<file path="src/rtl/cond_eval_unit.sv">
// NZCV status register plus a registered per-lane ARM condition evaluator.
// Optional statistics counters are built when COND_STATS_EN is defined.
module cond_eval_unit #(
    parameter int LANES  = 1,
    parameter bit BYPASS = 1'b1
`ifdef COND_STATS_EN
    ,
    parameter int CNT_W  = 16
`endif
) (
    input  logic                 clk_i,
    input  logic                 rst_i,
    input  logic                 status_we_i,
    input  logic [3:0]           status_mask_i,
    input  logic [3:0]           status_in_i,
    input  logic [LANES-1:0]     in_valid_i,
    input  logic [4*LANES-1:0]   cond_in_i,
    input  logic                 stall_i,
    input  logic                 flush_i,
    output logic [LANES-1:0]     out_valid_o,
    output logic [LANES-1:0]     cond_pass_o,
    output logic [3:0]           status_reg_o
`ifdef COND_STATS_EN
    ,
    output logic [CNT_W-1:0]     pass_cnt_o,
    output logic [CNT_W-1:0]     fail_cnt_o
`endif
);

    logic [3:0]       status_q;
    logic [3:0]       status_d;
    logic [3:0]       eval_flags_s;
    logic [LANES-1:0] out_valid_q;
    logic [LANES-1:0] out_valid_d;
    logic [LANES-1:0] cond_pass_q;
    logic [LANES-1:0] cond_pass_d;

    function automatic logic cond_eval(input logic [3:0] cond, input logic [3:0] flags);
        logic n, z, c, v;
        n = flags[3];
        z = flags[2];
        c = flags[1];
        v = flags[0];
        case (cond)
            4'h0:    cond_eval = z;
            4'h1:    cond_eval = !z;
            4'h2:    cond_eval = c;
            4'h3:    cond_eval = !c;
            4'h4:    cond_eval = n;
            4'h5:    cond_eval = !n;
            4'h6:    cond_eval = v;
            4'h7:    cond_eval = !v;
            4'h8:    cond_eval = c & !z;
            4'h9:    cond_eval = !c | z;
            4'hA:    cond_eval = (n == v);
            4'hB:    cond_eval = (n != v);
            4'hC:    cond_eval = !z & (n == v);
            4'hD:    cond_eval = z | (n != v);
            4'hE:    cond_eval = 1'b1;
            default: cond_eval = 1'b0;
        endcase
    endfunction

    // Masked flag merge; the status register ignores stall and flush.
    always_comb begin
        status_d = status_q;
        if (status_we_i) begin
            status_d = (status_in_i & status_mask_i) | (status_q & ~status_mask_i);
        end else begin
            status_d = status_q;
        end
    end

    assign eval_flags_s = BYPASS ? status_d : status_q;

    // Output stage next state: flush beats stall beats load.
    always_comb begin
        out_valid_d = out_valid_q;
        cond_pass_d = cond_pass_q;
        if (flush_i) begin
            out_valid_d = '0;
            cond_pass_d = '0;
        end else if (stall_i) begin
            out_valid_d = out_valid_q;
            cond_pass_d = cond_pass_q;
        end else begin
            out_valid_d = in_valid_i;
            for (int i = 0; i < LANES; i++) begin
                cond_pass_d[i] = in_valid_i[i] & cond_eval(cond_in_i[4*i +: 4], eval_flags_s);
            end
        end
    end

    // Status and output-stage registers.
    always_ff @(posedge clk_i) begin
        if (rst_i) begin
            status_q    <= 4'b0000;
            out_valid_q <= '0;
            cond_pass_q <= '0;
        end else begin
            status_q    <= status_d;
            out_valid_q <= out_valid_d;
            cond_pass_q <= cond_pass_d;
        end
    end

    assign out_valid_o  = out_valid_q;
    assign cond_pass_o  = cond_pass_q;
    assign status_reg_o = status_q;

`ifdef COND_STATS_EN
    logic [CNT_W-1:0] pass_cnt_q;
    logic [CNT_W-1:0] pass_cnt_d;
    logic [CNT_W-1:0] fail_cnt_q;
    logic [CNT_W-1:0] fail_cnt_d;

    function automatic logic [2:0] popcount(input logic [LANES-1:0] vec);
        logic [2:0] cnt;
        cnt = 3'd0;
        for (int i = 0; i < LANES; i++) begin
            cnt = cnt + {2'b00, vec[i]};
        end
        return cnt;
    endfunction

    function automatic logic [CNT_W-1:0] sat_add(input logic [CNT_W-1:0] a, input logic [2:0] b);
        logic [CNT_W:0] sum;
        sum = {1'b0, a} + (CNT_W+1)'(b);
        if (sum[CNT_W]) begin
            return '1;
        end else begin
            return sum[CNT_W-1:0];
        end
    endfunction

    // Counters advance only on cycles where the output stage loads.
    always_comb begin
        pass_cnt_d = pass_cnt_q;
        fail_cnt_d = fail_cnt_q;
        if (!flush_i && !stall_i) begin
            pass_cnt_d = sat_add(pass_cnt_q, popcount(in_valid_i & cond_pass_d));
            fail_cnt_d = sat_add(fail_cnt_q, popcount(in_valid_i & ~cond_pass_d));
        end else begin
            pass_cnt_d = pass_cnt_q;
            fail_cnt_d = fail_cnt_q;
        end
    end

    // Statistics counter registers.
    always_ff @(posedge clk_i) begin
        if (rst_i) begin
            pass_cnt_q <= '0;
            fail_cnt_q <= '0;
        end else begin
            pass_cnt_q <= pass_cnt_d;
            fail_cnt_q <= fail_cnt_d;
        end
    end

    assign pass_cnt_o = pass_cnt_q;
    assign fail_cnt_o = fail_cnt_q;
`endif

endmodule

</file>
<file path="config.mk">
export PLATFORM = sky130hd
export DESIGN_NAME = cond_eval_unit
export DESIGN_NICKNAME = d
export VERILOG_FILES = /design/src/rtl/cond_eval_unit.sv
export SDC_FILE = /design/constraint.sdc
export NUM_CORES = 1
export LEC_CHECK = 0
export CAP_MARGIN = 20
export CELL_PAD_IN_SITES_DETAIL_PLACEMENT = 0
export CELL_PAD_IN_SITES_GLOBAL_PLACEMENT = 2
export CORE_AREA = 2 2 70 46
export DETAILED_ROUTE_END_ITERATION = 8
export DIE_AREA = 0 0 72 48
export PLACE_DENSITY = 0.66
export RECOVER_POWER = 25
export SLEW_MARGIN = 10
export SYNTH_ARGS = -nofsm -noshare
export SYNTH_HDL_FRONTEND = slang
export SYNTH_SLANG_ARGS = --single-unit
</file>
<file path="constraint.sdc">
create_clock -name clk_i -period 1.5 [get_ports clk_i]
set_input_delay 0.15 -clock clk_i [delete_from_list [all_inputs] [get_ports clk_i]]
set_output_delay 0.15 -clock clk_i [all_outputs]
set_load 0.02 [all_outputs]
</file>
Yosys cells after proc, flatten, opt, wreduce, memory -nomap -nowiden --
Index checks and enable logic that the tools add are counted.
Word-level totals: register bits after elaboration 6, bits of input ports 18, word-level logic and storage cells 38
Cells by class: equal/unequal tests 16, mux-type cells 4, bitwise logic cells 9, reduce and logical (&&, ||, !) cells 6
Operators by type and width (number):
- 4-bit equality test, second input constant | 7
- 4-bit by 3-bit equality test with 1-bit output, second input constant | 4
- 1-bit case mux with 15 select lines | 1
- 4-bit bitwise AND | 2
- 4-bit by 2-bit equality test with 1-bit output, second input constant | 2
- 4-bit by 1-bit equality test with 1-bit output, second input constant | 1
- 1-bit zero test | 4
- 4-bit zero test | 1
- 4-bit 2-to-1 mux | 1
- 4-bit NOT | 1
- 4-bit bitwise OR | 1
- 1-bit bitwise AND | 3
- 1-bit 2-to-1 mux | 2
- 1-bit bitwise OR | 2
- 2-bit OR reduction | 1
- 1-bit equality test | 1
- 1-bit != test | 1

Logic depth before layout (Yosys ltp) --
Gate-level depths: netlist (run 1).
word-level depth 10, depth in mapped cells 5, gate-level depth less buffers 5

Least setup slack after synthesis (run 1) --
No wires, ideal clock.
path type reg-to-reg, from register status_q[1] (netlist: status_reg_o[1]), to register cond_pass_q (netlist: cond_pass_o), setup time 0.077 ns, data arrival time 1.583 ns, required time 1.423 ns, slack -0.159 ns, cell stages (with the launch flop) 6, buffers on the path 0, clock period less this slack 1.659 ns, cells stage by stage dfxtp_1 a21bo_1 and2_4 or4b_1 a41o_1 a41oi_2
On the way: word-level cells in the longest chain between the ends 9, elaborated cells between the ends (all ways) 10, those cells by class 4 x mux; 5 x bitwise; 1 x reduce/logical
RTL lines:
- start: declaration | line 30 | logic [3:0] status_q;
- start signal: assignment | line 101 | status_q <= status_d;
- 4-bit bitwise AND | line 68 | status_d = (status_in_i & status_mask_i) | (status_q & ~status_mask_i);
- 4-bit bitwise OR | line 68
- 4-bit 2-to-1 mux * | line 67 | if (status_we_i) begin
- 1-bit zero test | line 48, 54
- 1-bit bitwise OR | line 54 | 4'h9: cond_eval = !c | z;
- 1-bit case mux with 15 select lines * | line 44 | case (cond)
- 1-bit 2-to-1 mux * | line 83 | end else if (stall_i) begin
- 1-bit 2-to-1 mux * | line 80 | if (flush_i) begin
- 1-bit bitwise AND * | line 89 | cond_pass_d[i] = in_valid_i[i] & cond_eval(cond_in_i[4*i +: 4], eval_flags_s);
- end signal: assignment | line 103 | cond_pass_q <= cond_pass_d;
- end: declaration | line 35 | logic [LANES-1:0] cond_pass_q;
Mark *: on every way between the ends. The rest lies on a longest branch, timed or not. The select of a mux whose other input is x is not followed. A chain may end at the register's enable or synchronous reset.

Worst setup path after layout (run 1) --
Same ends and word-level chain as after synthesis.

==> flow_metrics.py, run 1 <==
metrics = {
    "setup_path": {
        "critical_path_class": "register to register",
        "critical_path_fanout_max": 2,
        "r2r_end": "cond_pass_o",
        "critical_path.startpoint_type": "register",
        "ff2ff_setup_slack_ps": -60,
        "worstRegToRegCells": 5,
        "r2r-start": "status_reg_o[1]",
        "timing.critical_path.arrival_ps": 1710,
        "critical_path_required_ps": 1650,
        "worst_setup_path_end_kind": "register",
    },
    "die": {
        "initial_utilization_pct": 17.4,
        "dieArea_mm2": 0.00346,
        "design.portCount": 24,
        "die_width_um": 72,
        "core_region_area_mm2": 0.00276,
        "chipHeight_um": 48,
        "floorplan.rows": 15,
    },
    "worst_hold_path": {
        "hold-path-endpoint": "out_valid_o",
        "worstHoldPathType": "input pin to register",
        "hold_depth": 2,
        "worst_hold_path_startpoint": "flush_i",
    },
    "pwr": {
        "power.density_cell_area_mw_per_mm2": 639,
        "irDropWorstVdd_mv": 0.217,
        "power.leakage_nw": 0.399,
        "power.total_mw": 0.632,
    },
    "layout": {
        "finalNonFillerCells": 141,
        "finalNetCount": 126,
        "syn2layout_area_growth_pct": 106,
        "final_core_util_pct": 35.8,
        "layout_cell_share_with_drive_strength_beyond_1_pct": 34.6,
        "antenna-diode-count": 0,
    },
    "placed_design": {
        "numPortBuffers": 23,
        "place.detailed.hpwl_um": 1310,
        "dp_worst_setup_slack_ps": -502,
        "finalWeightedCongestion": 0.745,
        "place_inst": 133,
    },
    "clock_tree": {
        "cts_tree": "yes",
        "maximum_buffer_depth_of_the_clock_tree": 2,
        "postCtsHoldBufs": 0,
        "post_cts_clock_slew_at_the_launch_and_capture_registers_of_the_worst_setup_and_hold_paths_ps": 40,
        "clk-insertion-delay-late_ps": 220,
        "h-tree-depth": 1,
        "numCtsBuffers": 3,
        "clock-sinks": 6,
        "cts_root_buf": "sky130_fd_sc_hd__clkbuf_8",
    },
    "global_routing": {
        "met2_usage_grt_pct": 12.6,
        "total_track_usage_pct": 9.43,
        "antenna_violations_before_repair": 0,
        "global_route.usage.met1_pct": 14.3,
        "global_route_wire_length_before_repair_um": 2470,
        "globalRoute.busiestLayer": "met1",
        "grt-ovfl-total": 0,
        "groute.layer.met3.usage_pct": 2.32,
        "grt_start_max_net_pins": 9,
        "first_global_vias": 539,
    },
    "timing": {
        "grt_setup_unrepaired": "yes",
        "max_slew_margin_pct": 79.3,
        "timing_hold_violations_final": 0,
        "report.final.slew_viol_count": 0,
        "worst-slew-pin-transition_ps": 308,
        "setup_tns_ps": -63.8,
        "report.final.setup_viol": 1,
        "fmax_ghz": 0.639,
        "postLayoutSetupSlackWorst_ps": -63.8,
        "final.min_clock_period_ps": 1560,
        "final_min_period_over_clock_period_pct": 104,
        "timing.clock.skew_ps": 4.47,
    },
    "synth": {
        "ys.warnings.count": 0,
        "seq_area_frac_synth_pct": 25.0,
        "synthesis.nets": 76,
        "synthesis.instances": 58,
        "synthArstFlopShare_pct": 0,
        "post_synthesis_instance_area_um2": 480,
        "synthFlopType": "sky130_fd_sc_hd__dfxtp_1",
        "netlist-cell-type-count": 35,
        "edff_count_synth": 0,
        "postSynthRegisterBits": 6,
        "syn-mean-instance-area_um2": 8.28,
    },
    "run": {
        "cap_violations": 0,
    },
    "route": {
        "drt-vias-per-instance": 4.32,
        "avgRoutedWirePerCell_um": 11.5,
        "drt_pre_antenna_iters": 4,
        "drt_iter0_drcs": 5,
        "ant_nets": 0,
        "route.detailed.drc": 0,
        "detailroute.via_count": 609,
        "totalWireLength_um": 1630,
    },
    "outcome": {
        "failed_checks": "setup timing",
        "run_status": "finished with violations",
    },
}
through the flow:
stage	hold slack, ps	cell area [um2]
floorplan	213	484
detailed placement	541	898
CTS	528	988
global route	539	988
global placement	529	898
finish	530	988
layout make-up:
| class | count | area, um2 |
|---|---|---|
| timing repair buffer | 48 | 415 |
| multi-input combinational | 49 | 362 |
| clock buffer | 4 | 45.0 |
| sequential | 6 | 124 |
| fill | 287 | 1770 |
| tap | 34 | 42.5 |
power by group:
part	internal, mW	switching (mW)	total [mW]
sequential	0.166	0.00320	0.169
clock	0.183	0.0713	0.254
combinational	0.127	0.0818	0.208
critical path, cell delays in order, from the launching register on:
cell and delay [ps]:
sky130_fd_sc_hd__dfxtp_4 330, sky130_fd_sc_hd__a21bo_1 200, sky130_fd_sc_hd__and2_4 140, sky130_fd_sc_hd__or4b_1 470
sky130_fd_sc_hd__a41o_1 230, sky130_fd_sc_hd__a41oi_2 110
placed cells by master, fill, tap and decap left out, types with 2 or more instances in the layout:
cell                              count
sky130_fd_sc_hd__nand2_1              4
sky130_fd_sc_hd__buf_4               25
sky130_fd_sc_hd__clkdlybuf4s50_1     20
sky130_fd_sc_hd__nand4b_1             2
sky130_fd_sc_hd__nor3_1               2
sky130_fd_sc_hd__a21boi_1             2
sky130_fd_sc_hd__dlygate4sd2_1        2
sky130_fd_sc_hd__dfxtp_1              5
sky130_fd_sc_hd__o21ai_0              2
sky130_fd_sc_hd__a21oi_1              3
sky130_fd_sc_hd__nor4bb_1             2
sky130_fd_sc_hd__clkbuf_8             3
sky130_fd_sc_hd__nor3b_1              3
sky130_fd_sc_hd__xor2_1               2
sky130_fd_sc_hd__nor2_1               4
cell usage after synthesis (all sizes together), types with 2 or more instances:
cell type,instances,area share (%)
dfxtp,6,25
buf,2,2.6
a21boi,2,3.1
nor3,2,2.1
xor2,2,3.6
nor4bb,2,4.2
nand3,2,2.1
nand4b,2,3.6
nor3b,3,4.7
o21ai,2,2.1
nand2,4,3.1
a21oi,3,3.1
nor2,5,3.9
worst max-delay path by stage:
stage,start,endpoint,slack [ps],cells past startpoint
2_1_floorplan,status_reg_o[1],cond_pass_o,-70,5
3_3_place_gp,status_we_i,cond_pass_o,-500,8
3_5_place_dp,status_we_i,cond_pass_o,-500,6
4_1_cts,status_reg_o[1],cond_pass_o,-80,5
5_1_grt,status_reg_o[1],cond_pass_o,-120,5
6_report,status_reg_o[1],cond_pass_o,-60,5
state kept, by name (all words and copies together), names as in the netlist:
signal        flops
status_reg_o      4
out_valid_o       1
cond_pass_o       1
cells by family (layout without fill, tap and decap cells):
group | Yosys count | in the layout | share of synthesized area, %
AOI/OAI and AO/OA | 16 | 16 | 25.8
DFF | 6 | 6 | 25.0
muxes | 2 | 2 | 4.43
xor gates and xnor gates | 3 | 3 | 5.47
buffers and inverters | 3 | 52 | 3.38
and+or+nand+nor | 28 | 28 | 35.9
repair_timing:
action	4_1_cts	5_1_grt
pin swaps	3	1
endpoints found under the hold margin	0	0
setup endpoints to repair	1	1
buffers inserted	4	0
resized for setup	6	2
layer usage:
metal / wire length [um] / vias to the layer above
met2: 617 / 19
met5: 0 / -
li1: - / 323
met3: 110 / 0
met1: 897 / 267
met4: 0 / 0
Power figures use the tool's default switching activity.
==> run 2: changes to the inputs <==
--- a/config.mk
+++ b/config.mk
@@ -11,6 +11,7 @@
 export CORE_AREA = 2 2 70 46
 export DETAILED_ROUTE_END_ITERATION = 8
 export DIE_AREA = 0 0 72 48
+export MAX_ROUTING_LAYER = met4
 export PLACE_DENSITY = 0.66
 export RECOVER_POWER = 25
 export SLEW_MARGIN = 10
==> flow_metrics.py, run 2 (synthesized netlist as in run 1, its figures left out) <==
metrics = {
    "layout": {
        "largest_register_ff_count": 4,
        "antenna-diode-count": 0,
        "syn2layout_area_growth_pct": 106,
        "layout_cell_share_with_drive_strength_beyond_1_pct": 34.6,
        "finalInstanceArea_um2": 988,
        "finalNetCount": 126,
        "mostFrequentLayoutCells": "25 x sky130_fd_sc_hd__buf_4, 20 x sky130_fd_sc_hd__clkdlybuf4s50_1, 5 x sky130_fd_sc_hd__dfxtp_1",
        "mostFrequentLayoutCell": "sky130_fd_sc_hd__buf_4",
    },
    "worst_hold_path": {
        "worstHoldPathType": "input pin to register",
    },
    "placed_design": {
        "finalWeightedCongestion": 0.755,
        "numPortBuffers": 23,
        "place.detailed.hpwl_um": 1310,
        "dp_worst_setup_slack_ps": -502,
        "placed_area_um2": 898,
    },
    "clock_tree": {
        "postCtsHoldBufs": 0,
        "clk-insertion-delay-late_ps": 220,
        "cts_tree": "yes",
        "post_cts_clock_slew_at_the_launch_and_capture_registers_of_the_worst_setup_and_hold_paths_ps": 40,
        "maximum_buffer_depth_of_the_clock_tree": 2,
        "cts_root_buf": "sky130_fd_sc_hd__clkbuf_8",
        "h-tree-depth": 1,
        "clock-sinks": 6,
        "numCtsBuffers": 3,
    },
    "timing": {
        "final.min_clock_period_ps": 1560,
        "finalHoldWorstSlack_ps": 530,
        "postLayoutSetupSlackWorst_ps": -63.8,
        "max_slew_margin_pct": 79.3,
        "report.final.setup_viol": 1,
        "grt_setup_unrepaired": "yes",
        "worst-slew-pin-transition_ps": 308,
        "final_min_period_over_clock_period_pct": 104,
        "timing_hold_violations_final": 0,
        "timing.clock.skew_ps": 4.47,
        "fmax_ghz": 0.639,
        "report.final.slew_viol_count": 0,
    },
    "die": {
        "die_width_um": 72,
        "dieArea_mm2": 0.00346,
        "floorplan.rows": 15,
        "chipHeight_um": 48,
        "initial_utilization_pct": 17.4,
        "design.portCount": 24,
        "core_region_area_mm2": 0.00276,
    },
    "pwr": {
        "power.density_cell_area_mw_per_mm2": 639,
        "power.leakage_nw": 0.399,
        "power.total_mw": 0.632,
        "irDropWorstVdd_mv": 0.217,
    },
    "outcome": {
        "failed_checks": "setup timing",
        "run_status": "finished with violations",
    },
    "setup_path": {
        "critical_path_required_ps": 1650,
        "critical_path.startpoint_type": "register",
        "path_cells": "a21bo_1 > and2_4 > or4b_1 > a41o_1 > a41oi_2",
        "slowest_stage": "sky130_fd_sc_hd__or4b_1",
        "ff2ff_setup_slack_ps": -60,
        "worstRegToRegCells": 5,
        "worstSetupStartpoint": "status_reg_o[1]",
        "cp_slowest_stage_delay_ps": 470,
        "timing.critical_path.arrival_ps": 1710,
        "critical_path_fanout_max": 2,
        "endpoint": "cond_pass_o",
        "r2r_end": "cond_pass_o",
        "worst_setup_path_end_kind": "register",
        "critical_path_class": "register to register",
        "r2r-start": "status_reg_o[1]",
    },
    "run": {
        "cap_violations": 0,
    },
    "route": {
        "detailroute.via_count": 609,
        "ant_nets": 0,
        "drt_pre_antenna_iters": 4,
        "drt_iter0_drcs": 5,
        "avgRoutedWirePerCell_um": 11.5,
        "route.detailed.drc": 0,
        "drt-vias-per-instance": 4.32,
        "totalWireLength_um": 1630,
    },
    "global_routing": {
        "grt_start_max_net_pins": 9,
        "total_track_usage_pct": 9.75,
        "global_route_wire_length_before_repair_um": 2470,
        "antenna_violations_before_repair": 0,
        "grt-ovfl-total": 0,
        "first_global_vias": 539,
    },
}
[run 2: worst min path at each step]
stage	endpoint	depth (start not counted)	from	slack, ps
after detailed placement	out_valid_o	2	out_valid_o	540
after floorplan	status_reg_o[1]	1	rst_i	210
final	out_valid_o	2	flush_i	530
after global routing	out_valid_o	2	flush_i	540
after global placement	out_valid_o	2	out_valid_o	530
after CTS	out_valid_o	2	flush_i	530
[run 2: layout make-up]
type	count	area [um2]
Fill cell	287	1770
Timing Repair Buffer	48	415
Multi-Input combinational cell	49	362
Sequential cell	6	124
Clock buffer	4	45.0
Tap cell	34	42.5
[run 2: report_power, final]
group	switching [mW]	internal (mW)	leakage, nW
clock	0.0713	0.183	0.0228
sequential	0.00320	0.166	0.0497
combinational	0.0818	0.127	0.327
[run 2: per-layer routing]
| metal | routed length (um) | vias up | track usage, % | part of all wire, % |
|---|---|---|---|---|
| li1 | - | 323 | - | - |
| met1 | 910 | 267 | 14.5 | 56 |
| met2 | 617 | 19 | 12.6 | 38 |
| met3 | 97 | 0 | 1.89 | 6.0 |
| met4 | 0 | 0 | 3.40 | 0 |
| met5 | 0 | - | - | 0 |
[run 2: per-stage QoR]
step / util [%] / setup TNS [ps] / cells
after detailed placement: 32.6 / -657 / 133
after global placement: 32.6 / -603 / 133
after CTS: 35.8 / -75.3 / 141
final: 35.8 / -63.8 / 141
after global routing: 35.8 / -121 / 141
after floorplan: - / -74.4 / 58
[run 2: critical path: cells and delay by family, from the launching register on]
family / cells / cell delay, ps
flops: 1 / 330
simple gates: 2 / 610
compound gates: 3 / 540
[run 2: repair_timing]
item,in CTS,in global routing
pin swaps,3,1
setup buffers,4,0
gates resized for setup,6,2
setup endpoints to repair,1,1
